==> src/rtl/spi_reg_slave_if.sv <==
// SPI pin bundle between an SPI master and spi_reg_slave.
//   SCLK : SPI clock from the master (asynchronous to the slave's clk)
//   SS   : active-low slave select
//   MOSI : master-out serial data
//   MISO : slave-out serial data, always driven
interface spi_reg_slave_if;
  logic SCLK;
  logic SS;
  logic MOSI;
  logic MISO;

  modport master (output SCLK, output SS, output MOSI, input MISO);
  modport slave  (input SCLK, input SS, input MOSI, output MISO);
endinterface

==> src/rtl/spi_reg_slave.sv <==
// SPI mode-0 register slave: 16-bit frames of {command, data} access an 8 x 8 register file.
// During the command byte MISO returns the completed-frame counter; during the data byte
// it returns the addressed register (read-before-write on writes).
//   clk        : system clock
//   btn_reset  : synchronous active-high reset
//   spi        : SPI pins (SCLK, SS, MOSI in; MISO out)
//   leds       : registered copy of register 0
//   is_busy    : high while a frame is in progress
//   frame_done : one-clk pulse per accepted 16-bit frame
module spi_reg_slave #(
  parameter int unsigned SYNC_STAGES = 2
) (
  input  logic              clk,
  input  logic              btn_reset,
  spi_reg_slave_if.slave    spi,
  output logic [7:0]        leds,
  output logic              is_busy,
  output logic              frame_done
);

  localparam int unsigned DATA_W   = 8;
  localparam int unsigned ADDR_W   = 3;
  localparam int unsigned NUM_REGS = 8;
  localparam int unsigned CNT_W    = 4;

  typedef enum logic [1:0] {IDLE, CMD, DATA, WAIT_SS} state_t;

  state_t                               r_state;
  state_t                               w_state_nxt;
  logic [SYNC_STAGES-1:0]               r_sclk_sync;
  logic [SYNC_STAGES-1:0]               r_ss_sync;
  logic [SYNC_STAGES-1:0]               r_mosi_sync;
  logic [SYNC_STAGES:0]                 w_sclk_chain;
  logic [SYNC_STAGES:0]                 w_ss_chain;
  logic [SYNC_STAGES:0]                 w_mosi_chain;
  logic                                 w_sclk_s, w_ss_s, w_mosi_s;
  logic                                 r_sclk_d, r_ss_d;
  logic                                 w_sclk_rise, w_sclk_fall, w_ss_fall;
  logic [NUM_REGS-1:0][DATA_W-1:0]      r_regs;
  logic [DATA_W-1:0]                    r_frame_count;
  logic [DATA_W-1:0]                    r_rx;
  logic [DATA_W-2:0]                    r_tx;
  logic [CNT_W-1:0]                     r_bit_cnt;
  logic                                 r_is_write;
  logic [ADDR_W-1:0]                    r_addr;
  logic                                 r_miso;
  logic [DATA_W-1:0]                    r_leds;
  logic                                 r_busy;
  logic                                 r_frame_done;
  logic                                 w_start, w_rise_en, w_cmd_done, w_frame_end;
  logic                                 w_tx_shift, w_tx_load_reg;
  logic                                 w_miso_nxt;
  logic [DATA_W-1:0]                    w_rx_byte;

  // Synchronizer chains: index 0 is the raw pin, the top index is the synchronized copy.
  assign w_sclk_chain = {r_sclk_sync, spi.SCLK};
  assign w_ss_chain   = {r_ss_sync,   spi.SS};
  assign w_mosi_chain = {r_mosi_sync, spi.MOSI};
  assign w_sclk_s     = w_sclk_chain[SYNC_STAGES];
  assign w_ss_s       = w_ss_chain[SYNC_STAGES];
  assign w_mosi_s     = w_mosi_chain[SYNC_STAGES];

  // SCLK and SS edges, seen in the clk domain.
  assign w_sclk_rise  = w_sclk_s & ~r_sclk_d;
  assign w_sclk_fall  = ~w_sclk_s & r_sclk_d;
  assign w_ss_fall    = r_ss_d & ~w_ss_s;

  assign w_rx_byte    = {r_rx[DATA_W-2:0], w_mosi_s};

  // Next-state and control strobes.
  always_comb begin
    w_state_nxt   = r_state;
    w_start       = 1'b0;
    w_rise_en     = 1'b0;
    w_cmd_done    = 1'b0;
    w_frame_end   = 1'b0;
    w_tx_shift    = 1'b0;
    w_tx_load_reg = 1'b0;
    w_miso_nxt    = r_miso;
    case (r_state)
      IDLE: begin
        w_miso_nxt = 1'b0;
        if (w_ss_fall) begin
          w_state_nxt = CMD;
          w_start     = 1'b1;
          w_miso_nxt  = r_frame_count[DATA_W-1];
        end
      end
      CMD: begin
        if (w_ss_s) begin
          w_state_nxt = IDLE;
          w_miso_nxt  = 1'b0;
        end else begin
          if (w_sclk_rise) begin
            w_rise_en = 1'b1;
            if (r_bit_cnt == CNT_W'(7)) begin
              w_state_nxt = DATA;
              w_cmd_done  = 1'b1;
            end
          end
          if (w_sclk_fall) begin
            w_tx_shift = 1'b1;
            w_miso_nxt = r_tx[DATA_W-2];
          end
        end
      end
      DATA: begin
        if (w_ss_s) begin
          w_state_nxt = IDLE;
          w_miso_nxt  = 1'b0;
        end else begin
          if (w_sclk_rise) begin
            w_rise_en = 1'b1;
            if (r_bit_cnt == CNT_W'(15)) begin
              w_state_nxt = WAIT_SS;
              w_frame_end = 1'b1;
            end
          end
          // First falling edge of the data byte loads the addressed register.
          if (w_sclk_fall) begin
            if (r_bit_cnt == CNT_W'(8)) begin
              w_tx_load_reg = 1'b1;
              w_miso_nxt    = r_regs[r_addr][DATA_W-1];
            end else begin
              w_tx_shift = 1'b1;
              w_miso_nxt = r_tx[DATA_W-2];
            end
          end
        end
      end
      WAIT_SS: begin
        w_miso_nxt = 1'b0;
        if (w_ss_s) begin
          w_state_nxt = IDLE;
        end
      end
      default: begin
        w_state_nxt = IDLE;
        w_miso_nxt  = 1'b0;
      end
    endcase
  end

  // State register.
  always_ff @(posedge clk) begin
    if (btn_reset) begin
      r_state <= IDLE;
    end else begin
      r_state <= w_state_nxt;
    end
  end

  // Synchronizers, shifters, register file and registered outputs.
  always_ff @(posedge clk) begin
    if (btn_reset) begin
      r_sclk_sync   <= '0;
      r_ss_sync     <= '0;
      r_mosi_sync   <= '0;
      r_sclk_d      <= 1'b0;
      r_ss_d        <= 1'b0;
      r_regs        <= '0;
      r_frame_count <= '0;
      r_rx          <= '0;
      r_tx          <= '0;
      r_bit_cnt     <= '0;
      r_is_write    <= 1'b0;
      r_addr        <= '0;
      r_miso        <= 1'b0;
      r_leds        <= '0;
      r_busy        <= 1'b0;
      r_frame_done  <= 1'b0;
    end else begin
      r_sclk_sync  <= w_sclk_chain[SYNC_STAGES-1:0];
      r_ss_sync    <= w_ss_chain[SYNC_STAGES-1:0];
      r_mosi_sync  <= w_mosi_chain[SYNC_STAGES-1:0];
      r_sclk_d     <= w_sclk_s;
      r_ss_d       <= w_ss_s;
      r_miso       <= w_miso_nxt;
      r_busy       <= (w_state_nxt != IDLE);
      r_frame_done <= w_frame_end;
      r_leds       <= r_regs[0];

      if (w_start) begin
        r_bit_cnt <= '0;
        r_rx      <= '0;
        r_tx      <= r_frame_count[DATA_W-2:0];
      end
      if (w_rise_en) begin
        r_rx      <= w_rx_byte;
        r_bit_cnt <= r_bit_cnt + CNT_W'(1);
      end
      if (w_cmd_done) begin
        r_is_write <= w_rx_byte[DATA_W-1];
        r_addr     <= w_rx_byte[ADDR_W-1:0];
      end
      if (w_tx_shift) begin
        r_tx <= {r_tx[DATA_W-3:0], 1'b0};
      end
      if (w_tx_load_reg) begin
        r_tx <= r_regs[r_addr][DATA_W-2:0];
      end
      // Commit becomes visible on the cycle after the 16th rising edge, with frame_done.
      if (w_frame_end) begin
        r_frame_count <= r_frame_count + DATA_W'(1);
        if (r_is_write) begin
          r_regs[r_addr] <= w_rx_byte;
        end
      end
    end
  end

  assign spi.MISO  = r_miso;
  assign leds      = r_leds;
  assign is_busy   = r_busy;
  assign frame_done = r_frame_done;

endmodule

==> src/flat_wrapper.sv <==
// flat-port wrapper written by rule: the top's interface ports become plain ports
module spi_reg_slave_flat 
#(
  parameter int unsigned SYNC_STAGES = 2
)
  (clk, btn_reset, leds, is_busy, frame_done, spi_SCLK, spi_SS, spi_MOSI, spi_MISO);
  spi_reg_slave_if spi_i ();
  input  logic clk;
  input  logic btn_reset;
  output logic [7:0] leds;
  output logic is_busy;
  output logic frame_done;
  input wire logic [$bits(spi_i.SCLK)-1:0] spi_SCLK;
  input wire logic [$bits(spi_i.SS)-1:0] spi_SS;
  input wire logic [$bits(spi_i.MOSI)-1:0] spi_MOSI;
  output wire logic [$bits(spi_i.MISO)-1:0] spi_MISO;
  assign spi_i.SCLK = spi_SCLK;
  assign spi_i.SS = spi_SS;
  assign spi_i.MOSI = spi_MOSI;
  assign spi_MISO = spi_i.MISO;
  spi_reg_slave #(.SYNC_STAGES(SYNC_STAGES)) u_core (.clk(clk), .btn_reset(btn_reset), .spi(spi_i), .leds(leds), .is_busy(is_busy), .frame_done(frame_done));
endmodule
==> config.mk <==
export PLATFORM = sky130hd
export DESIGN_NAME = spi_reg_slave_flat
export DESIGN_NICKNAME = d
export VERILOG_FILES = /design/src/rtl/spi_reg_slave_if.sv /design/src/rtl/spi_reg_slave.sv /design/src/flat_wrapper.sv
export SDC_FILE = /design/constraint.sdc
export NUM_CORES = 1
export LEC_CHECK = 0
export BUFFER_PORTS_ARGS = -buffer_cell sky130_fd_sc_hd__buf_2
export CAP_MARGIN = 15
export CELL_PAD_IN_SITES_DETAIL_PLACEMENT = 1
export CELL_PAD_IN_SITES_GLOBAL_PLACEMENT = 1
export CORE_ASPECT_RATIO = 0.9
export CORE_MARGIN = 2
export CORE_UTILIZATION = 45
export CTS_BUF_LIST = sky130_fd_sc_hd__clkbuf_8
export DETAILED_ROUTE_END_ITERATION = 16
export PLACE_DENSITY = 0.84
export SLEW_MARGIN = 20
export SYNTH_ARGS = -nofsm -noshare
export SYNTH_HDL_FRONTEND = slang
export SYNTH_SLANG_ARGS = --single-unit
export TNS_END_PERCENT = 100
==> constraint.sdc <==
create_clock -name clk -period 1.7 [get_ports clk]
set_input_delay 0.34 -clock clk [delete_from_list [all_inputs] [get_ports clk]]
set_output_delay 0.34 -clock clk [all_outputs]
set_load 0.02 [all_outputs]
; After elaboration in Yosys (flattened, before gate mapping)
; Cells that the tools add are included.
[word_totals]
register_bits = 115
in_bits = 5
[op_classes]
add_sub_neg = 2
magnitude_cmp = 2
eq_ne = 8
muxes = 51
n_bitwise = 6
reduce_logical = 8
[ops]
columns = operator, count
row1 = $bwmux 64, 1
row2 = $mux 7, 5
row3 = $mux 1, 28
row4 = $bmux 8 s3, 1
row5 = $demux 8 s3, 1
row6 = $mux 2, 8
row7 = $mux 8, 2
row8 = $add 8x1->8 const B, 1
row9 = $eq 4x4->1 const B, 2
row10 = $mux 4, 2
row11 = $pmux 2 s4, 1
row12 = $ne 3x1->1 const B, 2
row13 = $add 4x1->4 const B, 1
row14 = $eq 2x2->1 const B, 2
row15 = $eq 4x3->1 const B, 1
row16 = $lt 3x4->1 const B, 1
row17 = $pmux 1 s4, 1
row18 = $reduce_and 2->1, 2
row19 = $reduce_bool 2->1, 2
row20 = $and 1x1->1, 3
row21 = $ge 3x1->1 const B, 1
row22 = $not 1->1, 3
row23 = $reduce_bool 3->1, 1
row24 = $eq 2x1->1 const B, 1
row25 = 4 further kinds, 4

; Depth between registers and ports, before layout
; Gate-level depths: netlist of run 1.
[logic_depth]
ltp_word = 7
ltp_mapped = 8

; Worst setup path before layout of run 1
; Ideal clock, no wire load.
[synth_timing]
path_type = flip-flop to flip-flop
from = register u_core.r_state[0]
to = register u_core.r_regs[6] (netlist bit)
arrival_time_ps = 1787
t_required_ps = 1572
path_slack_ps = -215
path_stages_with_launch = 9
cell_sequence = dfxtp_1 -> inv_1 -> ha_1 -> nand3b_1 -> buf_6 -> buf_6 -> nor4_4 -> mux2i_1 -> nor2_1
[synth_between]
elab_chain_len = 3
[synth_lines]
columns = item, line_no
row1 = from (decl), spi_reg_slave.sv:28  ; state_t r_state;
row2 = from (signal assigned), spi_reg_slave.sv:149  ; r_state <= w_state_nxt;
row3 = $eq 2x2->1, spi_reg_slave.sv:80  ; case (r_state)
row4 = $mux 1, spi_reg_slave.sv:80
row5 = $reduce_and 2->1 (no line), --
row6 = "to (signal, indexed assignment)", spi_reg_slave.sv:206  ; r_regs[r_addr] <= w_rx_byte;
row7 = to (decl), spi_reg_slave.sv:39  ; logic [NUM_REGS-1:0][DATA_W-1:0] r_regs;
; Every way passes these cells.
; A chain may end at the register's enable or synchronous reset.

; Worst setup path in the final report of run 1
[layout_timing]
from = register u_core.r_state[0]
to = register u_core.r_regs[43] (netlist bit)
; The elaborated chain is that of the path after synthesis.

==> results.md, run 1 <==
- Layout Utilization: 0.611
- GRT Max-Usage Layer: met2
- Nets: 610
- IR Drop Worst-Case VDD: 651 uV
- Area growth from synthesis to layout: 32.5%
- Synth Cell Area: 5250 um2
- Final slew viol count: 0
- Fmax: 490 MHz
- Met2 GRT Util: 0.515
- DRT Pass-1 Iters: 5
- Hold Crit Endpoint: u_core.r_mosi_sync[0]
- Synthesized area per cell: 10.0 um2
- Initial antenna violation count: 0
- Sequential area share after synthesis: 0.438
- Core footprint: 11400 um2
- Fin Hold WS: 0.101 ns
- DRC viols: 0
- Die width: 118 um
- Worst-margin pin slew: 0.669 ns
- Starting density of the core: 0.461
- Met3 GRT Util: 0.0671
- Wire per inst: ~25 um
- Total of max-cap violations: 0
- Routed vias: 4575
- Mapped Cells: 525
- Setup_tns: -18.54 ns
- Iter 0 DRT Violations: 386
- CP Launch Type: flip-flop
- Endpoints failing setup: 95
- Hold Path Origin: spi_MOSI
- Yosys cell types: 55
- Yosys top cell area share: 0.438
- Ports: 16
- WP data required: 2.03 ns
- Design area: 6960 um2
- Syn_nets: around 540
- PD cells: 786 nW/um2
- Port Buffer Count: 15
- Hold depth: 2
- Clk sink count: 115
- Met1 usage: 0.322
- Failing checks: setup timing
- RR Endpoint: u_core.r_regs[43]
- RSZ-0062 raised after global routing: true
- Num CTS Buffers: 17
- Rows: 37
- Aggregate global routing overflow: 0
- Root Driver: clkbuf_8
- GPL Wtd Cong: 0.813
- Async SR Flop Fraction: 0
- Critical Path AT: roughly 2.4 ns
- Final ANT Viol Nets: 0
- Relative max-transition margin: 0.554
- Layout Skew: 0.0168 ns
- Main synth FF type: dfxtp_1
- Fraction of layout cells with a size suffix above 1: 0.358
- FF-to-FF setup slack: -0.34 ns
- Gr usage total: 0.292
- Max Fanout on Critical Path: 5
- R2R cell count: 9
- Largest net degree at the start of global routing: 74
- DP Area: 5970 um2
- Worst r2r src: u_core.r_state[0]
- Synthesis Warnings: 0
- Vias in the first global route: 4909
- Fin. Hold Viols: 0
- Count leader, synth: dfxtp_1
- Final clock period utilization by the worst path: 1.20
- Die area: 12600 um2
- Clk slew on worst S/H paths: ~0.070 ns
- Post-Route WL: 19400 um
- Synth top cells by count: dfxtp_1, mux2i_1, nor2_1, nor2b_1, clkbuf_1
- First-pass GRT wire length: 27700 um
- ANT cells: 0
- Via density: 5.98
- Area leader, netlist: dfxtp_1
- Status: finished with violations
- Clock H-tree levels: 4
- CTS tree: built
- Worst setup EP type: flip-flop
- CTS max path bufs: 2
- Die height: about 110 um
- EDFF count, synth: 0
- Worst Hold Class: in -> reg
- Critical path class: reg -> reg
- Finished Layout Cells: 765
- Clock latency on the worst-skew pair: 0.45 ns
- Final critical-path setup slack: -0.340 ns
- Number of synthesized register bits: 115
- Min Tclk post-route: 2.04 ns
- Final HPWL DP: roughly 9800 um
- Leakage: 0.00257 uW
- Placed cells: around 700
- Top cells by area, synth: dfxtp_1, mux2i_1, nor2_1
-- power breakdown --
part | switching, uW | internal (uW) | total, uW
Combinational | 102 | 60.7 | 162
Clock | 1270 | 1330 | 2600
Sequential | 11.1 | 2700 | 2710
-- flip-flops by register name, indices dropped and copies added, names as in the netlist --
| register | count |
|---|---|
| u_core.r_rx | 7 |
| u_core.r_ss_d | 1 |
| u_core.r_is_write | 1 |
| u_core.r_sclk_sync | 2 |
| u_core.r_bit_cnt | 4 |
| u_core.r_tx | 7 |
| u_core.frame_done | 1 |
| u_core.r_frame_count | 8 |
| u_core.is_busy | 1 |
| u_core.r_state | 2 |
| u_core.leds | 8 |
| u_core.r_sclk_d | 1 |
| u_core.r_mosi_sync | 2 |
| u_core.r_addr | 3 |
| u_core.spi.MISO | 1 |
| u_core.r_regs | 64 |
| u_core.r_ss_sync | 2 |
-- logic make-up (layout without fill, tap and decap cells) --
logic type               Yosys count  after routing  share of synthesized area
flip-flops                       115            115                      0.438
XOR/XNOR                           5              5                    0.00833
buffers and inverters             53            137                     0.0462
adder cells (fa/ha/maj)            8              8                     0.0191
AO/OA/AOI/OAI                     65             65                     0.0936
multiplexers                     101            101                      0.202
AND/OR/NAND/NOR                  178            178                      0.193
-- routing by layer --
| metal | part of all wire | vias to the layer above |
|---|---|---|
| li1 | - | 1993 |
| met5 | 0 | - |
| met1 | 0.39 | 2329 |
| met4 | 0.045 | 0 |
| met2 | 0.52 | 189 |
| met3 | 0.048 | 64 |
-- worst max-delay path, cell delays in order, from the launching register on --
cell,delay (ns)
dfxtp_2,0.33
inv_2,0.07
buf_6,0.10
ha_4,0.12
nand3b_1,0.18
buf_12,0.21
nor4_4,0.40
buf_6,0.21
mux2i_4,0.23
nor2_1,0.06
-- how the worst max path moves through the flow --
stage / from / to / slack (ns) / depth (start not counted)
after detailed placement: u_core.r_state[0] / u_core.r_bit_cnt[2] / -0.35 / 6
after global placement: u_core.r_state[0] / u_core.r_regs[45] / -0.20 / 9
after global routing: u_core.r_state[0] / u_core.r_regs[63] / -0.36 / 9
after CTS: u_core.r_state[0] / u_core.r_regs[43] / -0.28 / 9
final: u_core.r_state[0] / u_core.r_regs[43] / -0.34 / 9
after floorplan: u_core.r_state[0] / u_core.r_regs[6] / -0.19 / 8
-- cell type report --
cell class	instances	area [um2]
sequential	115	2310
timing repair buffer	96	916
multi-input combinational	357	3110
fill	1208	4430
clock inverter	13	138
clock buffer	18	248
tap	156	195
inverter	10	40.0
-- metrics by stage --
stage	setup WS [ns]	power, uW
2_1_floorplan	-0.191	2850
3_3_place_gp	-0.201	2890
3_5_place_dp	-0.345	2890
4_1_cts	-0.282	5450
5_1_grt	-0.365	5590
6_report	-0.340	5470
-- cells in the final DEF (no fill, tap or decap), types with 4 or more instances in the layout --
master	synthesis	final
a21oi_2	0	5
a22oi_1	13	7
a22oi_2	0	6
buf_12	0	13
buf_2	5	14
buf_4	2	51
buf_6	4	18
clkbuf_8	0	18
clkinv_4	0	4
dfxtp_1	115	110
ha_4	0	4
inv_1	10	9
mux2_2	9	9
mux2i_1	89	78
mux2i_2	0	9
nand2_1	10	9
nand2b_1	5	5
nand3_1	5	5
nand3b_1	7	7
nand4_1	4	4
nor2_1	88	86
nor2b_1	25	22
nor3_1	10	6
nor3_2	0	4
nor4_4	8	10
o21ai_0	7	5
-- what timing repair did --
item / in CTS / in global routing
setup buffers: 8 / 13
resized for setup: 37 / 61
cloned: 1 / 0
hold buffers: 0 / 0
setup endpoints to repair: 93 / 97
pin swaps: 32 / 47
Power figures use the tool's default switching activity.
==> run 2: changes to the inputs <==
- PLACE_DENSITY: 0.84 -> 0.82
- SETUP_SLACK_MARGIN: default -> 0.2
- SKIP_LAST_GASP: default -> 1
- clock period: 1.7 -> 2.4 ns (I/O delays scaled with it)
==> run 2 against run 1 <==
Net effect: the flow now finishes without violations; sequential cell count unchanged; clock skew decreased by 0.0070 ns; power fell by 29%; critical path type unchanged; critical endpoint is now u_core.r_tx[5]; largest power group unchanged.
==> results.md, run 2 (same netlist as run 1, synthesis figures left out) <==
- DRT Pass-1 Iters: 5 (unchanged)
- Die height: 107 um (unchanged)
- Total of max-cap violations: 0 (unchanged)
- PD cells: 646 nW/um2 (-18%)
- RSZ-0062 raised after global routing: true
- Fin. Hold Viols: 0 (unchanged)
- Layout Skew: 0.00975 ns (-0.00700 ns)
- Fraction of layout cells with a size suffix above 1: 0.189 (-0.169)
- Min Tclk post-route: 2.08 ns (+0.0390 ns)
- CTS max path bufs: 2 (unchanged)
- DRC viols: 0 (unchanged)
- Ports: 16 (unchanged)
- CP max-delay cell: dfxtp_1
- CP peak stage delay: 0.41 ns (about the same)
- Final clock period utilization by the worst path: 0.866 (-0.334)
- Nets: 555 (-9.0%)
- Worst-margin pin slew: 0.568 ns (-0.101 ns)
- Port Buffer Count: 15 (unchanged)
- Fmax: 481 MHz (-1.9%)
- Relative max-transition margin: 0.621 (+0.0676)
- Leakage: 0.00220 uW (-14%)
- Final HPWL DP: 9210 um (-5.7%)
- Clk sink count: 115 (unchanged)
- Post-Route WL: 13900 um (-28%)
- First-pass GRT wire length: 23200 um (-16%)
- Rows: 37 (unchanged)
- Max Fanout on Critical Path: 8 (+3)
- Iter 0 DRT Violations: 290 (-25%)
- ANT cells: 0 (unchanged)
- Initial antenna violation count: 0 (unchanged)
- Area growth from synthesis to layout: 14.5%
- Num CTS Buffers: 17 (unchanged)
- Final ANT Viol Nets: 0 (unchanged)
- Commonest non-fill, non-tap cell in the layout: dfxtp_1
- Status: finished, final reports clean
- Wire per inst: 19.6 um (-23%)
- WP data required: 2.72 ns (+0.69 ns)
- Core footprint: 11400 um2 (unchanged)
- Clk slew on worst S/H paths: 0.08 ns (about the same)
- Endpoints failing setup: 0 (-100%)
- Most flop-heavy register: u_core.r_regs
- Root Driver: clkbuf_8
- Die width: 118 um (unchanged)
- Final slew viol count: 0 (unchanged)
- CTS tree: built
- Critical Path AT: 2.40 ns (+0.03 ns)
- Power, Total: 3880 uW (-29%)
- Layout Utilization: 0.528 (-0.0834)
- Most frequent cells in the layout: dfxtp_1, mux2i_1, nor2_1
- Gr usage total: 0.238 (-0.0543)
- Clock H-tree levels: 4 (unchanged)
- Critical path class: reg -> reg
- IR Drop Worst-Case VDD: 465 uV (-29%)
- Via density: 5.61 (-6.3%)
- Die area: 12600 um2 (unchanged)
- Largest register FFs: 64 (unchanged)
- Worst setup EP type: flip-flop
- Setup_tns: 0 ns (+18.54 ns)
- Aggregate global routing overflow: 0 (unchanged)
- Starting density of the core: 0.461 (unchanged)
- Worst Hold Class: in -> reg
- GPL Wtd Cong: 0.853 (+4.9%)
- Vias in the first global route: 4325 (-12%)
- Largest net degree at the start of global routing: 55 (-26%)
- Cell chain of the critical path: inv_1 -> ha_1 -> nor2b_1 -> o2111ai_2 -> or2_2 -> a41o_1
- Routed vias: 3986 (-13%)
- Post-CTS Hold Fix Bufs: 0 (unchanged)
- CP Launch Type: flip-flop
- Clock latency on the worst-skew pair: 0.43 ns (-0.02 ns)
run 2: cell types whose count changed in the layout (fill, tap and decap cells not counted), sizes merged:
cell | before | now
clkinv | 6 | 7
bufinv | 2 | 3
clkbuf | 18 | 17
inv | 12 | 13
buf | 96 | 41
clkinvlp | 3 | 2
run 2: what timing repair did:
action | in CTS | in global routing
resized for setup | 1 | 2
hold endpoints to repair | 0 | 0
endpoints found under the setup margin | 1 | 18
buffers inserted | 0 | 3
pin swaps | 0 | 2
run 2: final cells by class:
cell class / count / area, um2
clock buffer: 17 / 234
clock inverter: 15 / 181
fill: 1300 / 5380
inverter: 10 / 37.5
multi-input combinational: 357 / 2720
sequential: 115 / 2300
tap: 156 / 195
timing repair buffer: 41 / 339
run 2: final timing paths:
kind,start,cells after the start,slack (ns),to
min,spi_MOSI,2,0.26,u_core.r_mosi_sync[0]
max reg2reg,u_core.r_state[1],6,0.32,u_core.r_tx[5]
min reg2reg,u_core.r_mosi_sync[0],1,0.45,u_core.r_mosi_sync[1]
max,u_core.r_state[1],6,0.32,u_core.r_tx[5]
run 2: power by group:
| part | total (uW) | switching (uW) | leakage, uW | internal, uW |
|---|---|---|---|---|
| registers | 1920 | 8.58 | 0.000927 | 1910 |
| logic | 68.5 | 49.2 | 0.00107 | 19.3 |
| clock network | 1890 | 855 | 0.000207 | 1040 |
| total | 3880 | 913 | 0.00220 | 2970 |
run 2: per-stage QoR:
stage	cell area, um2	hold slack [ns]	worst slack (ns)	cells
2_1_floorplan	5250	0.414	0.485	525
3_3_place_gp	5550	0.419	0.336	676
3_5_place_dp	5550	0.435	0.217	676
4_1_cts	5970	0.237	0.230	708
5_1_grt	6010	0.245	0.195	711
6_report	6010	0.258	0.321	711
run 2: worst max-delay path: cells and delay by family (launching register included):
kind / cells / cell delay, ns
DFF: 1 / 0.41
and+or+nand+nor: 2 / 0.56
buffers and inverters: 1 / 0.13
adders and majority gates: 1 / 0.30
AOI/OAI and AO/OA: 2 / 0.57
run 2: metal layers:
layer / wire length, um / global-route usage / share of wire / up-vias
met2: 6880 / 0.397 / 0.49 / 102
met3: 725 / 0.0628 / 0.052 / 18
met1: 6080 / 0.300 / 0.44 / 1977
met4: 245 / 0.0766 / 0.018 / 0
met5: 0 / 0 / 0 / -
li1: - / - / - / 1889
